<file path="config.mk">
export PLATFORM = sky130hd
export DESIGN_NAME = count_pulse_gen
export DESIGN_NICKNAME = d
export VERILOG_FILES = /design/src/rtl/count_pulse_gen.sv
export SDC_FILE = /design/constraint.sdc
export NUM_CORES = 1
export LEC_CHECK = 0
export ABC_AREA = 1
export CAP_MARGIN = 20
export CORE_MARGIN = 2
export CORE_UTILIZATION = 40
export DETAILED_ROUTE_END_ITERATION = 10
export HOLD_SLACK_MARGIN = 0.12
export SYNTH_ARGS = -nofsm -noshare
export SYNTH_HDL_FRONTEND = slang
export SYNTH_SLANG_ARGS = --single-unit
</file>
<file path="constraint.sdc">
create_clock -name clk -period 4.3 [get_ports clk]
set_input_delay 0.86 -clock clk [delete_from_list [all_inputs] [get_ports clk]]
set_output_delay 0.86 -clock clk [all_outputs]
set_load 0.005 [all_outputs]
</file>
<file path="src/rtl/count_pulse_gen.sv">
`default_nettype none
// ============================================================================
// Module   : count_pulse_gen
// Brief    : Synchronised, debounced push-button to one-cycle count enable,
//            with optional auto-repeat while the button is held.
// Revision : 1.0 - initial release
// ============================================================================
module count_pulse_gen #(
  parameter int DEBOUNCE_CYCLES = 16,
  parameter int HOLD_CYCLES     = 64,
  parameter int REPEAT_CYCLES   = 16,
  parameter int CNT_W           = 8
) (
  input  logic clk,
  input  logic reset,
  input  logic btn_in,
  input  logic repeat_en,
  output logic pulse,
  output logic btn_level
);

  localparam logic [CNT_W-1:0] c_DB_LAST   = CNT_W'(DEBOUNCE_CYCLES - 1);
  localparam logic [CNT_W-1:0] c_HOLD_LAST = CNT_W'(HOLD_CYCLES - 1);
  localparam logic [CNT_W-1:0] c_REP_LAST  = CNT_W'(REPEAT_CYCLES - 1);

  typedef enum logic [2:0] {
    S_IDLE       = 3'd0,
    S_DB_PRESS   = 3'd1,
    S_HELD       = 3'd2,
    S_REPEAT     = 3'd3,
    S_DB_RELEASE = 3'd4
  } state_t;

  state_t           r_state;
  logic [CNT_W-1:0] r_cnt;
  logic             r_s1;
  logic             r_btn_s;
  logic             r_pulse;
  logic             r_btn_level;

  always_ff @(posedge clk or negedge reset) begin
    if (!reset) begin
      r_s1    <= 1'b0;
      r_btn_s <= 1'b0;
    end else begin
      r_s1    <= btn_in;
      r_btn_s <= r_s1;
    end
  end

  // Every state change clears r_cnt; release always wins over repeat/terminal count.
  always_ff @(posedge clk or negedge reset) begin
    if (!reset) begin
      r_state     <= S_IDLE;
      r_cnt       <= '0;
      r_pulse     <= 1'b0;
      r_btn_level <= 1'b0;
    end else begin
      r_pulse <= 1'b0;
      case (r_state)
        S_IDLE: begin
          if (r_btn_s) begin
            r_state <= S_DB_PRESS;
            r_cnt   <= '0;
          end
        end
        S_DB_PRESS: begin
          if (!r_btn_s) begin
            r_state <= S_IDLE;
            r_cnt   <= '0;
          end else if (r_cnt == c_DB_LAST) begin
            r_state     <= S_HELD;
            r_cnt       <= '0;
            r_pulse     <= 1'b1;
            r_btn_level <= 1'b1;
          end else begin
            r_cnt <= r_cnt + 1'b1;
          end
        end
        S_HELD: begin
          if (!r_btn_s) begin
            r_state <= S_DB_RELEASE;
            r_cnt   <= '0;
          end else if (repeat_en && (r_cnt == c_HOLD_LAST)) begin
            r_state <= S_REPEAT;
            r_cnt   <= '0;
            r_pulse <= 1'b1;
          end else if (r_cnt != c_HOLD_LAST) begin
            r_cnt <= r_cnt + 1'b1;
          end
        end
        S_REPEAT: begin
          if (!r_btn_s) begin
            r_state <= S_DB_RELEASE;
            r_cnt   <= '0;
          end else if (!repeat_en) begin
            r_state <= S_HELD;
            r_cnt   <= '0;
          end else if (r_cnt == c_REP_LAST) begin
            r_cnt   <= '0;
            r_pulse <= 1'b1;
          end else begin
            r_cnt <= r_cnt + 1'b1;
          end
        end
        S_DB_RELEASE: begin
          if (r_btn_s) begin
            r_state <= S_HELD;
            r_cnt   <= '0;
          end else if (r_cnt == c_DB_LAST) begin
            r_state     <= S_IDLE;
            r_cnt       <= '0;
            r_btn_level <= 1'b0;
          end else begin
            r_cnt <= r_cnt + 1'b1;
          end
        end
        default: begin
          r_state     <= S_IDLE;
          r_cnt       <= '0;
          r_btn_level <= 1'b0;
        end
      endcase
    end
  end

  assign pulse     = r_pulse;
  assign btn_level = r_btn_level;

endmodule
`default_nettype wire

</file>
# Yosys cells after proc, flatten, opt, wreduce, memory -nomap -nowiden
# Index checks and enable logic that the tools add are counted.
word_totals:
  input_bits: 4
  out_inout_bits: 2
  register_bits: 15
op_classes:
  muxes: 32
  bitwise_logic: 1
  addsub: 1
  eq_ne: 17
  reduce_logical: 6
ops:
  columns: ["operator", "n"]
  rows:
  - ["two-way mux 8 bit", 9]
  - ["one-hot mux 8 bit (5 select lines)", 1]
  - ["two-way mux 3 bit", 9]
  - ["one-hot mux 3 bit (5 select lines)", 1]
  - ["inequality test 3 bit, second input constant", 4]
  - ["two-way mux 1 bit", 10]
  - ["inequality test 2 bit, second input constant", 5]
  - ["AND reduction 5 bit", 2]
  - ["adder 8 x 1 -> 8 bit, second input constant", 1]
  - ["== test 8 x 4 -> 1 bit, second input constant", 1]
  - ["== test 8 x 6 -> 1 bit, second input constant", 1]
  - ["inequality test 8 x 6 -> 1 bit, second input constant", 1]
  - ["== test 3 x 2 -> 1 bit, second input constant", 2]
  - ["one-hot mux 1 bit (3 select lines)", 2]
  - ["inequality test 4 bit, second input constant", 1]
  - ["== test 3 x 1 -> 1 bit, second input constant", 1]
  - ["== test 3 bit, second input constant", 1]
  - ["logical NOT 3 bit", 1]
  - ["OR reduction 3 bit", 1]
  - ["AND reduction 2 bit", 1]
  - ["logical AND 1 bit", 1]
  - ["inverter 1 bit", 1]

# Depth between registers and ports, before layout
logic_depth:
  word_depth: 5
  depth_mapped: 10

# Least setup slack after synthesis
# Ideal clock, no wire load.
synth_timing:
  path_kind: "in2reg"
  startpoint: "input port repeat_en"
  endpoint: "register r_cnt[4]"
  required_ns: 4.182
  setup_time_ns: 0.118
  arrival_time_ns: 1.352
  stages: 7
  n_path_buf: 0
  path_slack_ns: 2.830
  path_cell_list: "nand3_1 > nand2_1 > nand2_1 > nor2_1 > nand2_2 > nand2_1 > nor2_2"
synth_via:
  elab_chain_len: 4
  word_cells_on_any_way: 8
  classes_between: "eq/ne: 1; mux: 5; reduce/logical: 2"
synth_lines:
  columns: ["element", "line_no", "text"]
  rows:
  - ["start: declaration", "17", "input logic repeat_en,"]
  - ["logical AND 1 bit", "84", "end else if (repeat_en && (r_cnt == c_HOLD_LAST)) begin"]
  - ["two-way mux 8 bit", "84", null]
  - ["two-way mux 8 bit", "81", "if (!r_btn_s) begin"]
  - ["one-hot mux 8 bit (5 select lines)", "60", "case (r_state)"]
  - ["end signal: assignment", "77", "r_cnt <= r_cnt + 1'b1;"]
  - ["end signal: assignment", "89", "r_cnt <= r_cnt + 1'b1;"]
  - ["end signal: assignment", "103", "r_cnt <= r_cnt + 1'b1;"]
  - ["end: declaration", "35", "logic [CNT_W-1:0] r_cnt;"]
# Parallel ways exist; a longest one is shown, timed or not.
# A chain may end at the register's enable or synchronous reset.

# Final worst setup path
layout_timing:
  startpoint: "register r_btn_level, in the netlist btn_level"
  endpoint: "output port btn_level"
layout_rtl:
  columns: ["element", "line_no", "text"]
  rows:
  - ["start: declaration", "39", "logic r_btn_level;"]
  - ["start signal: assignment", "57", "r_btn_level <= 1'b0;"]
  - ["start signal: assignment", "75", "r_btn_level <= 1'b1;"]
  - ["start signal: assignment", "113", "r_btn_level <= 1'b0;"]
  - ["end: declaration", "19", "output logic btn_level"]
# No word-level cell between the ends.

==> run_results.csv <==
group,metric,value,unit
worst_setup_path,cpPeakStageDelay,0.50,ns
yosys,ys_async_sr_fraction,1.00,
clock_network,cts_buffers,3,
yosys,yosysTopAreaCell,"dfrtp_1",
placement,portBuffers,5,
worst_hold_path,min_to,"r_btn_s",
final_layout,final_layout_size_suffix_gt1_frac,0.171,
clock_network,root_buffer,"clkbuf_4",
final_layout,area_growth,11.0,%
status,status,"completed",
worst_setup_path,r2r_start,"r_cnt[0]",
global_route,grt_max_degree,16,
yosys,synth.top_cells.by_count,"38 x nand2_1, 15 x dfrtp_1, 15 x inv_1",
yosys,synthFlopType,"dfrtp_1",
yosys,syn_area,0.00100,mm^2
route,drc,0,
worst_hold_path,worstHoldPathCells,0,
sta,hold_violations,0,
clock_network,clk_pin_slew,0.09,ns
route,vias_per_cell,5.08,
clock_network,cts_hold_buf,0,
clock_network,cts_resized,0,
sta,tns,0,ns
placement,dp_hpwl,1490,um
global_route,grt_pass1_wl,3710,um
floorplanning,start_util,0.412,
final_layout,final_nets,152,
worst_setup_path,rrSetupSlack,2.68,ns
clock_network,cts_setup_buffers,0,
yosys,yosysUniqueCellTypes,24,
clock_network,cts_htree_levels,1,
floorplanning,ios,6,
final_layout,antennaDiodeCount,0,
clock_network,clkLatencyLatePin,0.28,ns
sta,worstMarginPinSlew,0.710,ns
worst_setup_path,crit_fanout,2,
power,switching_share,0.432,
worst_setup_path,crit_path_end_kind,"primary output",
global_route,overflow,0,
job,drv_cap,0,
route,firstDrtPassIters,4,
yosys,synth-xor-area-share,0.00875,
route,wl_per_cell,11.1,um
worst_setup_path,crit_path_start_kind,"flop",
route,vias,894,
worst_setup_path,critical_path_class,"reg -> out",
yosys,synth-compound-area-share,0.0750,
power,pwr_density_cell,429,mW/mm^2
route,postRouteAntennaNets,0,
global_route,antenna_found_initial,0,
yosys,synth_seq_cells,15,
floorplanning,num_rows,18,
yosys,synth_top_area_share,0.375,
power,p_clk_frac,0.177,
power,p_leak,0.549,nW
worst_setup_path,r2r_cells,9,
floorplanning,die_x,54.0,um
power,p_sw,0.206,mW
yosys,synthCells,138,
power,p_comb_frac,0.429,
yosys,syn_nets,143,
yosys,synth_top_family_by_area,"simple AND/OR/NAND/NOR gates",
sta,grt_setup_unrepaired,"no",
yosys,synthMuxAreaShare,0,
worst_hold_path,hold_path.class,"reg -> reg",
sta,fin_crit,2.00,ns
yosys,synth_edf_count,0,
sta,finalSetupViolations,0,
yosys,synthSimpleGateAreaFrac,0.444,
worst_hold_path,hp-start,"r_s1",
sta,fin_crit_sh,0.465,
sta,max_freq,0.500,GHz
yosys,synthAdderAreaFrac,0.0125,
power,p_int,0.271,mW
worst_setup_path,worstPathCellList,"clkdlybuf4s50_1",
floorplanning,dieArea,0.00292,mm^2
yosys,yosysWarningCount,0,
clock_network,clkSinkCount,15,
worst_setup_path,crit_family,"buffers and inverters",
power,seqPwrFrac,0.393,
final_layout,instances_no_fill,176,
worst_setup_path,crit_slowest_cell,"clkdlybuf4s50_1",
global_route,groute.usage.overall,0.172,
yosys,yosysMostFrequentCell,"nand2_1",
worst_setup_path,r2r-end,"r_state[0]",
yosys,synth.area.top_cells,"dfrtp_1 38%, nand2_1 14%, inv_1 5.6%",
route,drt_iter0_drc,14,
power,peakVddDrop,0.338,mV
placement,dp_cells,172,
floorplanning,core-area,0.00243,mm^2
global_route,grt_pass1_vias,863,
worst_setup_path,worstPathArrival,1.14,ns
route,finalWirelength,1950,um
worst_setup_path,path_buf_inv,1,
clock_network,cts_tree,"yes",
sta,slew_headroom,0.525,
clock_network,clk_path_buf_depth,2,
worst_setup_path,worstPathRequired,3.44,ns
sta,finalMaxSlewViolations,0,
yosys,syn_avg_cell_area,7.25,um^2
floorplanning,die_h,54.0,um
sta,fin_skew,0.00499,ns
placement,routabilityCongestion,0.818,
yosys,yosysSeqAreaShare,0.375,
stage by stage:
step                      hold slack (ns)  total power, mW   util  setup WS (ns)  area, um^2
final                               0.371            0.477  0.457           2.30        1110
after global routing                0.386            0.516  0.457           2.26        1110
after CTS                           0.371            0.477  0.457           2.29        1110
after detailed placement            0.348            0.394  0.446           2.13        1080
after global placement              0.343            0.391  0.446           2.11        1080
after floorplan                     0.331            0.342      -           2.83        1000
kinds of logic after synthesis:
kind of cell,after synthesis
compound gates,14
xor+xnor,1
fa+ha+maj,1
buf+inv,22
flops,15
simple gates,85
layout by cell type (no fill, tap or decap):
master	n
and3_1	1
nor2_4	1
clkbuf_4	3
a21oi_1	3
o22ai_1	3
ha_1	1
xor2_1	1
o21ai_1	2
nand3_2	1
nor2_1	13
a31oi_1	1
inv_4	1
clkdlybuf4s50_1	5
nand2_1	38
nand2_2	2
nor2_2	7
nand2_4	2
o21ai_0	5
clkbuf_1	1
nand4_1	5
nand3_1	11
dfrtp_1	15
nand3b_1	1
nand3_4	3
inv_2	5
inv_1	15
metal layers:
layer / vias to the layer above / wire length, um / GRT usage
li1: 460 / - / -
met1: 422 / 965 / 0.224
met2: 10 / 919 / 0.287
met3: 2 / 50 / 0.0417
met4: 0 / 13 / 0.0375
met5: - / 0 / 0
worst max path at each step:
stage | depth (start not counted) | from | endpoint
floorplan | 7 | repeat_en | r_cnt[4]
global placement | 8 | repeat_en | r_cnt[6]
detailed placement | 8 | repeat_en | r_cnt[4]
CTS | 1 | btn_level | btn_level
global route | 1 | btn_level | btn_level
finish | 1 | btn_level | btn_level
layout make-up:
| type | instances | area [um^2] |
|---|---|---|
| sequential | 15 | 375 |
| multi-input combinational | 101 | 541 |
| fill | 253 | 1320 |
| tap | 30 | 37.5 |
| clock buffer | 4 | 26.3 |
| inverter | 21 | 81.3 |
| timing repair buffer | 5 | 50.0 |
sequential cells by signal (all words and copies together) (netlist names):
register and count:
btn_level 1, pulse 1, r_btn_s 1, r_cnt 8
r_s1 1, r_state 3
worst reg2reg max path: stages, from the launching register on:
cell	delay, ns
dfrtp_1	0.40
ha_1	0.24
nand3_2	0.12
inv_2	0.11
nand3_4	0.10
nand2_1	0.12
nand3b_1	0.10
nor2_2	0.17
nand2_1	0.08
o21ai_0	0.08
power by group through the flow:
stage          Clock (mW)  Combinational (mW)  Sequential [mW]
2_1_floorplan           0               0.155            0.186
3_3_place_gp            0               0.202            0.188
3_5_place_dp            0               0.205            0.190
4_1_cts            0.0857               0.205            0.187
5_1_grt            0.0921               0.233            0.191
6_report           0.0846               0.205            0.187
No activity file was read; power rests on OpenSTA's default activity.
